**src/rtl/cpu_run_ctrl_pkg.sv**
```systemverilog
// Shared types and constants for the picoMIPS execution controller.
package cpu_run_ctrl_pkg;

    // Controller mode as shown on the LEDs.
    typedef enum logic [1:0] {
        STEP   = 2'd0,
        RUN    = 2'd1,
        HALTED = 2'd2
    } run_state_t;

    // Width of the issued-pulse counter.
    localparam int STEP_CNT_W = 16;

endpackage

```
**src/rtl/cpu_run_ctrl_debounce.sv**
```systemverilog
// Counter-based debouncer: q follows d only after d has disagreed with q
// for 2^DEB_W consecutive cycles; any agreement restarts the count.
module debounce #(
    parameter int DEB_W = 16
) (
    input  logic fastclk,
    input  logic reset,
    input  logic d,
    output logic q
);

    logic [DEB_W-1:0] cnt;

    // Count consecutive disagreement cycles and flip q when the count saturates.
    always_ff @(posedge fastclk) begin
        if (reset) begin
            cnt <= '0;
            q   <= 1'b0;
        end else if (d == q) begin
            cnt <= '0;
        end else if (&cnt) begin
            cnt <= '0;
            q   <= d;
        end else begin
            cnt <= cnt + 1'b1;
        end
    end

endmodule

```
**src/rtl/cpu_run_ctrl.sv**
```systemverilog
// Execution controller: issues single-cycle cpu_en pulses in free-run or
// single-step mode, stops on CPU halt, and synchronises the board switches.
module cpu_run_ctrl
    import cpu_run_ctrl_pkg::*;
#(
    parameter int DIV_W = 22,
    parameter int DEB_W = 16,
    parameter int SW_W  = 10
) (
    input  logic                  fastclk,
    input  logic                  reset,
    input  logic                  run,
    input  logic                  step,
    input  logic                  halt_in,
    input  logic [SW_W-1:0]       sw_raw,
    output logic [SW_W-1:0]       sw_sync,
    output logic                  cpu_en,
    output logic [1:0]            state,
    output logic [STEP_CNT_W-1:0] step_cnt
);

    logic            run_p0, run_p1;
    logic            step_p0, step_p1;
    logic [SW_W-1:0] sw_p0;
    logic            deb_q, deb_prev, step_rise;
    run_state_t      st, st_nxt;
    logic [DIV_W-1:0] pre, pre_nxt;
    logic            wrap, wrap_nxt;
    logic            en_nxt;

    wire run_s = run_p1;

    // Two-flop synchronisers for the asynchronous run, step and switch inputs.
    always_ff @(posedge fastclk) begin
        if (reset) begin
            run_p0  <= 1'b0;
            run_p1  <= 1'b0;
            step_p0 <= 1'b0;
            step_p1 <= 1'b0;
            sw_p0   <= '0;
            sw_sync <= '0;
        end else begin
            run_p0  <= run;
            run_p1  <= run_p0;
            step_p0 <= step;
            step_p1 <= step_p0;
            sw_p0   <= sw_raw;
            sw_sync <= sw_p0;
        end
    end

    debounce #(.DEB_W(DEB_W)) u_step_deb (
        .fastclk (fastclk),
        .reset   (reset),
        .d       (step_p1),
        .q       (deb_q)
    );

    // Registered rising-edge detector on the debounced step level.
    always_ff @(posedge fastclk) begin
        if (reset) begin
            deb_prev  <= 1'b0;
            step_rise <= 1'b0;
        end else begin
            deb_prev  <= deb_q;
            step_rise <= deb_q & ~deb_prev;
        end
    end

    // Mode FSM register plus prescaler, wrap flag and the registered pulse.
    always_ff @(posedge fastclk) begin
        if (reset) begin
            st     <= STEP;
            pre    <= '0;
            wrap   <= 1'b0;
            cpu_en <= 1'b0;
        end else begin
            st     <= st_nxt;
            pre    <= pre_nxt;
            wrap   <= wrap_nxt;
            cpu_en <= en_nxt;
        end
    end

    // Next-state logic; halt_in wins over run_s and step_rise, and leaving RUN
    // discards a wrap that was waiting to become a pulse.
    always_comb begin
        st_nxt   = st;
        pre_nxt  = pre;
        wrap_nxt = 1'b0;
        en_nxt   = 1'b0;
        case (st)
            STEP: begin
                if (halt_in) begin
                    st_nxt = HALTED;
                end else if (run_s) begin
                    st_nxt  = RUN;
                    pre_nxt = '0;
                end else if (step_rise) begin
                    en_nxt = 1'b1;
                end
            end
            RUN: begin
                if (halt_in) begin
                    st_nxt = HALTED;
                end else if (!run_s) begin
                    st_nxt = STEP;
                end else begin
                    pre_nxt  = pre + 1'b1;
                    wrap_nxt = &pre;
                    en_nxt   = wrap;
                end
            end
            HALTED: begin
                if (!run_s) begin
                    st_nxt = STEP;
                end
            end
            default: st_nxt = STEP;
        endcase
    end

    // Count issued pulses, wrapping naturally at the counter width.
    always_ff @(posedge fastclk) begin
        if (reset) begin
            step_cnt <= '0;
        end else if (cpu_en) begin
            step_cnt <= step_cnt + 1'b1;
        end
    end

    assign state = st;

endmodule

```
**config.mk**
```make
export PLATFORM = sky130hd
export DESIGN_NAME = cpu_run_ctrl
export DESIGN_NICKNAME = d
export VERILOG_FILES = /design/src/rtl/cpu_run_ctrl_pkg.sv /design/src/rtl/cpu_run_ctrl_debounce.sv /design/src/rtl/cpu_run_ctrl.sv
export SDC_FILE = /design/constraint.sdc
export NUM_CORES = 1
export LEC_CHECK = 0
export CAP_MARGIN = 25
export CORE_UTILIZATION = 49
export CTS_CLUSTER_SIZE = 25
export DETAILED_ROUTE_END_ITERATION = 6
export MAX_ROUTING_LAYER = met4
export PLACE_DENSITY = 0.73
export SETUP_SLACK_MARGIN = 0.1
export SYNTH_ARGS = -nofsm -noshare
export SYNTH_HDL_FRONTEND = slang
export SYNTH_HIERARCHICAL = 1
export SYNTH_SLANG_ARGS = --single-unit
```
**constraint.sdc**
```tcl
create_clock -name fastclk -period 2.1 [get_ports fastclk]
set_clock_uncertainty 0.1 [all_clocks]
set_input_delay 0.315 -clock fastclk [delete_from_list [all_inputs] [get_ports fastclk]]
set_output_delay 0.315 -clock fastclk [all_outputs]
set_load 0.02 [all_outputs]
```
* Yosys cells after proc, flatten, opt, wreduce, memory -nomap -nowiden *
Cells that the tools add are included.

word-level totals
  register bits after elaboration = 85

operators by class
  add/subtract/negate cells = 3
  mux-type cells = 16
  equality and inequality tests = 8
  bitwise gates (word level) = 5
  reductions and logical operators = 8

operator list
  kind                                                              count
  22-bit 2-to-1 mux                                                 4
  22-bit case mux with 2 select lines                               1
  16-bit by 1-bit adder with 16-bit output (second input constant)  2
  22-bit by 1-bit adder with 22-bit output (second input constant)  1
  22-bit AND reduction                                              1
  17-bit AND reduction                                              1
  16-bit AND reduction                                              1
  2-bit 2-to-1 mux                                                  4
  2-bit inequality test (second input constant)                     4
  2-bit case mux with 3 select lines                                1
  1-bit 2-to-1 mux                                                  5
  5-bit AND reduction                                               1
  1-bit NOT                                                         4
  4-bit OR reduction                                                1
  3-bit inequality test (second input constant)                     1
  3-bit OR reduction                                                1
  2-bit by 1-bit == test with 1-bit output (second input constant)  1
  2-bit == test (second input constant)                             1
  2-bit zero test                                                   1
  1-bit case mux with 2 select lines                                1
  2-bit nonzero test                                                1
  1-bit bitwise AND                                                 1
  1-bit == test                                                     1

* Longest topological paths before layout *
Gate-level depths: netlist of the first run.

  depth after elaboration = 4
  mapped depth = 6
  gate-level depth less buffers = 5

* Modules after synthesis *
Netlist of the first run, hierarchy kept.

modules (own cells, without submodules)
  module        area an instance (µm²)  times used  cells each  sequential area each (µm²)
  cpu_run_ctrl  2563.7                  1           271         1361.3
  debounce      760.7                   1           84          340.3

* Worst setup path before layout of the first run *
No wires, ideal clock.

  kind = flip-flop to flip-flop
  start point = register st[1] (netlist: state[1])
  end point = register pre[21]
  slack = -0.252 ns
  clock period less this slack = 2.352 ns
  buffers on the path = 2
  arrival = 2.182 ns
  cell stages (with the launch flop) = 7
  cell sequence = dfxtp_1 > or3b_1 > clkbuf_1 > or4_1 > buf_2 > or4_1 > a21oi_1

on the way
  word-level cells in the longest chain between the ends = 3

RTL lines
  what                                                                          line                source
  start: declaration                                                            cpu_run_ctrl.sv:26  run_state_t st, st_nxt;
  start signal: assignment                                                      cpu_run_ctrl.sv:78  st <= st_nxt;
  2-bit by 1-bit == test with 1-bit output or 2-bit zero test (tied branches)   cpu_run_ctrl.sv:92  case (st)
  2-bit inequality test (no source line) or 2-bit nonzero test (tied branches)  -
  5-bit AND reduction (no source line)                                          -
  end signal: assignment                                                        cpu_run_ctrl.sv:79  pre <= pre_nxt;
  end: declaration                                                              cpu_run_ctrl.sv:27  logic [DIV_W-1:0] pre, pre_nxt;

Parallel ways exist; a longest one is shown, timed or not.
A chain may end at the register's enable or synchronous reset.

* Worst setup path after layout of the first run *
  start point = register st[1] (netlist: state[1])
  end point = register pre[11]

The elaborated chain is that of the path after synthesis.

==> results of run 1 <==
## timing repair
action                                  4_1_cts  5_1_grt
endpoints found under the setup margin        6        7
pin swaps                                     0        1
setup buffers                                 0        3
gates resized for setup                       4        4
## critical path: stages (launching register included)
cell	delay, ps
dfxtp_4	360
or3b_4	380
or4_4	440
buf_4	170
or4_1	400
nand2_1	70
## final timing paths
| path | start | end | slack (ps) | cells after the start |
|---|---|---|---|---|
| worst max-delay path | state[1] | pre[11] | 130 | 5 |
| worst min-delay path | deb_prev | step_rise | 290 | 1 |
| worst max register to register | state[1] | pre[11] | 130 | 5 |
| worst min register to register | deb_prev | step_rise | 290 | 1 |
## synth_stat cells, drive strengths merged, types with 6 or more instances
cell type	number	area (um2)
nor2	43	169
clkbuf	8	30.0
nand4	15	109
xor2	20	175
nand2	23	86.3
a21oi	14	70.1
or4	10	75.1
nand3	22	110
xnor2	17	149
nor3	7	40.0
and3	6	38.8
nor2b	26	163
dfxtp	85	1700
or3	7	43.8
nor4	9	56.3
## placed cells by master (no fill, tap or decap), drive strengths merged, types with 8 or more instances in the layout
| master | n |
|---|---|
| nor2 | 43 |
| clkdlybuf4s50 | 41 |
| clkbuf | 11 |
| xor2 | 20 |
| or4 | 10 |
| a21oi | 14 |
| inv | 8 |
| dfxtp | 85 |
| nand4 | 15 |
| nor2b | 26 |
| buf | 25 |
| nand2 | 23 |
| xnor2 | 17 |
| nand3 | 22 |
| nor4 | 9 |
## power by group through the flow
stage	clock network, W	logic (W)	registers, W
after global routing	0.00137	0.000132	0.00164
after CTS	0.00130	0.000117	0.00164
after detailed placement	0	0.000117	0.00168
final	0.00127	0.000122	0.00164
after global placement	0	0.000116	0.00168
after floorplan	0	0.0000419	0.00169
## cells by family after synthesis
logic type	Yosys count	share of synthesized area, %
buffers and inverters	17	2.07
xor gates and xnor gates	37	9.75
adders and majority gates	3	1.13
muxes	1	0.301
DFF	85	51.2
AOI/OAI and AO/OA	31	5.61
and+or+nand+nor	181	30.0
## state kept, by name, summed over array words and instances, names as in the netlist
register	count
sw_p0	10
step_p0	1
step_cnt	16
state	2
run_p0	1
run_p1	1
step_p1	1
cpu_en	1
sw_sync	10
deb_prev	1
wrap	1
pre	22
u_step_deb/cnt	16
u_step_deb/q	1
step_rise	1
## area by class of cell
type | instances | area share, %
Tap cell | 77 | 2.27
Timing Repair Buffer | 68 | 14.4
Clock inverter | 6 | 1.77
Multi-Input combinational cell | 253 | 37.3
Clock buffer | 10 | 3.52
Sequential cell | 85 | 40.4
Inverter | 4 | 0.355
## per-stage QoR
step / total power, W / hold WS (ps) / instances / util [%]
floorplan: 0.00173 / 267 / 355 / -
global placement: 0.00179 / 276 / 484 / 61.4
CTS: 0.00306 / 296 / 500 / 65.0
detailed placement: 0.00180 / 285 / 484 / 61.4
global route: 0.00314 / 306 / 503 / 65.6
finish: 0.00303 / 292 / 503 / 65.6
## per-layer routing
metal / global-route usage [%] / vias up / wire, um
li1: - / 1373 / -
met1: 23.0 / 1244 / 2930
met2: 34.5 / 46 / 3210
met3: 5.21 / 15 / 220
met4: 8.94 / 0 / 125
met5: - / - / 0
==> results_dict.tcl, run 1 <==
set metrics [dict create \
    status "finished with violations" \
    violations "DRC" \
    cts_inserted_buffers 9 \
    ant_nets 0 \
    wl_per_cell_um 12.9 \
    fp.dieH_um 84.4 \
    synthCells 355 \
    cts_tree "built" \
    ios 44 \
    grt_pass1_wl_um 11100 \
    drive_gt1_share_pct 13.4 \
    synth.ff_latch_count 85 \
    cp-end-kind "register" \
    drt-pass1-iter-count 7 \
    clk_pin_slew_ps 90 \
    synth_flop_cell "dfxtp_1" \
    cap_violations 0 \
    design_area_um2 4240 \
    drv_slew 0 \
    fmax_mhz 507 \
    drt_wl_total_um 6480 \
    antenna_found_initial 0 \
    synth_cell_types 38 \
    dieArea_um2 7120 \
    seq_power_share_pct 54.2 \
    htree_levels 3 \
    ys_async_sr_fraction_pct 0 \
    dp_hpwl_um 4510 \
    ctsHoldBuffers 0 \
    detail_route.vias_per_cell 5.32 \
    synth_edf_count 0 \
    nets 439 \
    syn_nets 373 \
    nFillCells 563 \
    start_kind "register" \
    cts.sinks 85 \
    period_share_pct 93.9 \
    required_ps 2300 \
    syn_area_per_cell_um2 9.36 \
    yosys_warnings 6 \
    netlist_area_um2 3320 \
    clock_latency_ps 350 \
    initial_utilization_pct 51.5 \
    fp.dieW_um 84.4 \
    grt_max_degree 27 \
    rows 29 \
    worst_ep_arrival_time_ps 2170 \
    p_per_area_nw_per_um2 715 \
    gp_congestion 0.813 \
    power_switching_w 0.000687 \
    drt_iter0_drc 101 \
    rsz0062_at_grt "yes" \
    hp-class "register to register" \
    combPwrFrac_pct 4.0 \
    tns_ps 0 \
    period_needed_ps 1970 \
    multi_input_area_um2 1580 \
    place_ws_ps -372 \
    finalSetupViolations 0 \
    tightest_slew_ps 438 \
    regArea_um2 1710 \
    num_vias 2678 \
    p_leak_nw 1.49 \
    first_global_vias 2573 \
    cts_buffer_depth 2 \
    p_int_w 0.00234 \
    p_sw_share_pct 22.7 \
    ys_seq_area_share_pct 51.2 \
    drc 4 \
    crit_type "register to register" \
    core_um2 6460 \
    max-vdd-ir-drop_mv 0.390 \
    antenna_cells 0 \
    placed_area_um2 3960 \
    track_usage_pct 20.4 \
    grt_overflow 0 \
    root_buffer "clkbuf_8" \
    finalHoldViolCount 0 \
    io_buffers 43 \
    setup_slack_ps 129 \
    syn_to_final_growth_pct 27.4 \
    power.share.clock_pct 41.8 \
    timing.slew.headroom_pct 70.8 \
    cp_max_fo 6 \
]
Power figures use the tool's default switching activity.
==> run 2: changes to the inputs <==
--- a/config.mk
+++ b/config.mk
@@ -11,7 +11,6 @@
 export DETAILED_ROUTE_END_ITERATION = 6
 export MAX_ROUTING_LAYER = met4
 export PLACE_DENSITY = 0.73
-export SETUP_SLACK_MARGIN = 0.1
 export SYNTH_ARGS = -nofsm -noshare
 export SYNTH_HDL_FRONTEND = slang
 export SYNTH_HIERARCHICAL = 1
==> results_dict.tcl, run 2 (synthesis gave the netlist of run 1 again) <==
set metrics [dict create \
    max-vdd-ir-drop_mv 0.418 \
    syn_to_final_growth_pct 26.2 \
    cp-end-kind "register" \
    ios 44 \
    nets 437 \
    track_usage_pct 19.3 \
    grt_pass1_wl_um 10800 \
    timing.slew.headroom_pct 69.7 \
    violations "DRC" \
    crit_chain "clkdlybuf4s50_1, or3b_4, or4_4, buf_4, or4_1, nand2_1" \
    setup_slack_ps 35.2 \
    drc 2 \
    crit_path_max_incr_delay_ps 440 \
    fp.dieW_um 84.4 \
    core_um2 6460 \
    regArea_um2 1710 \
    rows 29 \
    cts.sinks 85 \
    cts_tree "built" \
    finalHoldViolCount 0 \
    place_ws_ps -351 \
    ant_nets 0 \
    clock_latency_ps 340 \
    finalSetupViolations 0 \
    root_buffer "clkbuf_8" \
    p_leak_nw 1.48 \
    wl_per_cell_um 12.7 \
    dp_hpwl_um 4440 \
    drt_wl_total_um 6350 \
    first_global_vias 2439 \
    p_int_w 0.00235 \
    antenna_found_initial 0 \
    period_needed_ps 2060 \
    drt_iter0_drc 85 \
    multi_input_area_um2 1560 \
    detail_route.vias_per_cell 5.37 \
    grt_overflow 0 \
    mostFrequentLayoutCell "dfxtp_1" \
    status "finished with violations" \
    combPwrFrac_pct 3.9 \
    reg2reg_setup_slack_ps 90 \
    fp.dieH_um 84.4 \
    dp_cells 485 \
    cts_buffer_depth 2 \
    fin_cells 501 \
    start_kind "input pin" \
    p_sw_share_pct 21.1 \
    io_buffers 43 \
    tightest_slew_ps 454 \
    fmax_mhz 484 \
    power_switching_w 0.000630 \
    crit_type "input pin to register" \
    required_ps 2290 \
    worst_ep_arrival_time_ps 2250 \
    final_cell_mix "dfxtp_1, clkdlybuf4s50_1, nor2_1, nor2b_1" \
    htree_levels 3 \
    reg_top3 "pre: 22 flops, step_cnt: 16 flops, u_step_deb/cnt: 16 flops" \
    worst_path_max_delay_cell "clkdlybuf4s50_1" \
    period_share_pct 98.3 \
    largest_reg_flops 22 \
    power.share.clock_pct 41.0 \
    drt-pass1-iter-count 6 \
    drive_gt1_share_pct 12.0 \
    seq_power_share_pct 55.1 \
    cap_violations 0 \
    grt_max_degree 23 \
    initial_utilization_pct 51.5 \
    cp_max_fo 6 \
    dieArea_um2 7120 \
    clk_pin_slew_ps 80 \
    whs_ps 237 \
    top_register "pre" \
    num_vias 2690 \
    antenna_cells 0 \
    drv_slew 0 \
    rsz0062_at_grt "no" \
    nFillCells 541 \
    gp_congestion 0.854 \
    p_per_area_nw_per_um2 710 \
    hp-class "input pin to register" \
    cts_inserted_buffers 9 \
]
## run 2: cell types whose count changed in the layout (fill, tap and decap cells not counted), moves of 2 or more
cell / change
buf_4: -2
dfxtp_2: -2
clkinv_2: +2
inv_6: -3
dfxtp_1: +2
## run 2: cell type report
class | instances | share of cell area, %
multi-input combinational | 253 | 37.2
tap | 77 | 2.30
inverter | 4 | 0.358
clock buffer | 11 | 3.88
clock inverter | 5 | 1.34
sequential | 85 | 40.7
timing repair buffer | 66 | 14.3
## run 2: metal layers
metal	vias up	track usage [%]	wire [um]
li1	1360	-	-
met1	1277	23.4	3050
met2	43	31.1	3010
met3	10	3.54	166
met4	0	9.71	119
met5	-	-	0
## run 2: per-stage QoR
stage | cell area [um2] | setup TNS [ps] | utilization, % | total power (W)
2_1_floorplan | 3340 | -33.0 | - | 0.00173
3_3_place_gp | 3970 | -2400 | 61.5 | 0.00179
3_5_place_dp | 3970 | -2610 | 61.5 | 0.00180
4_1_cts | 4190 | 0 | 64.9 | 0.00301
5_1_grt | 4200 | 0 | 65.0 | 0.00309
6_report | 4200 | 0 | 65.0 | 0.00298
## run 2: worst max-delay path, delay by kind of cell
family        cells  cell delay (ps)
simple gates      4             1330
buf+inv           2              610
## run 2: power by group through the flow
stage	clock, W	sequential [W]	combinational [W]
2_1_floorplan	0	0.00169	0.0000419
3_3_place_gp	0	0.00168	0.000116
3_5_place_dp	0	0.00168	0.000117
4_1_cts	0.00125	0.00164	0.000118
5_1_grt	0.00132	0.00164	0.000126
6_report	0.00122	0.00164	0.000117
## run 2: path summary, 6_finish.rpt
kind,start,cells after the start,to
hold reg to reg,deb_prev,1,step_rise
setup / recovery,halt_in,6,pre[11]
hold / removal,reset,2,step_cnt[8]
setup reg to reg,pre[0],6,pre[20]
## run 2: timing repair
action                                  in CTS  in global routing
hold endpoints to repair                     0                  0
hold buffers                                 0                  0
endpoints found under the setup margin       0                  4
setup buffers                                0                  0
gates resized for setup                      0                  2
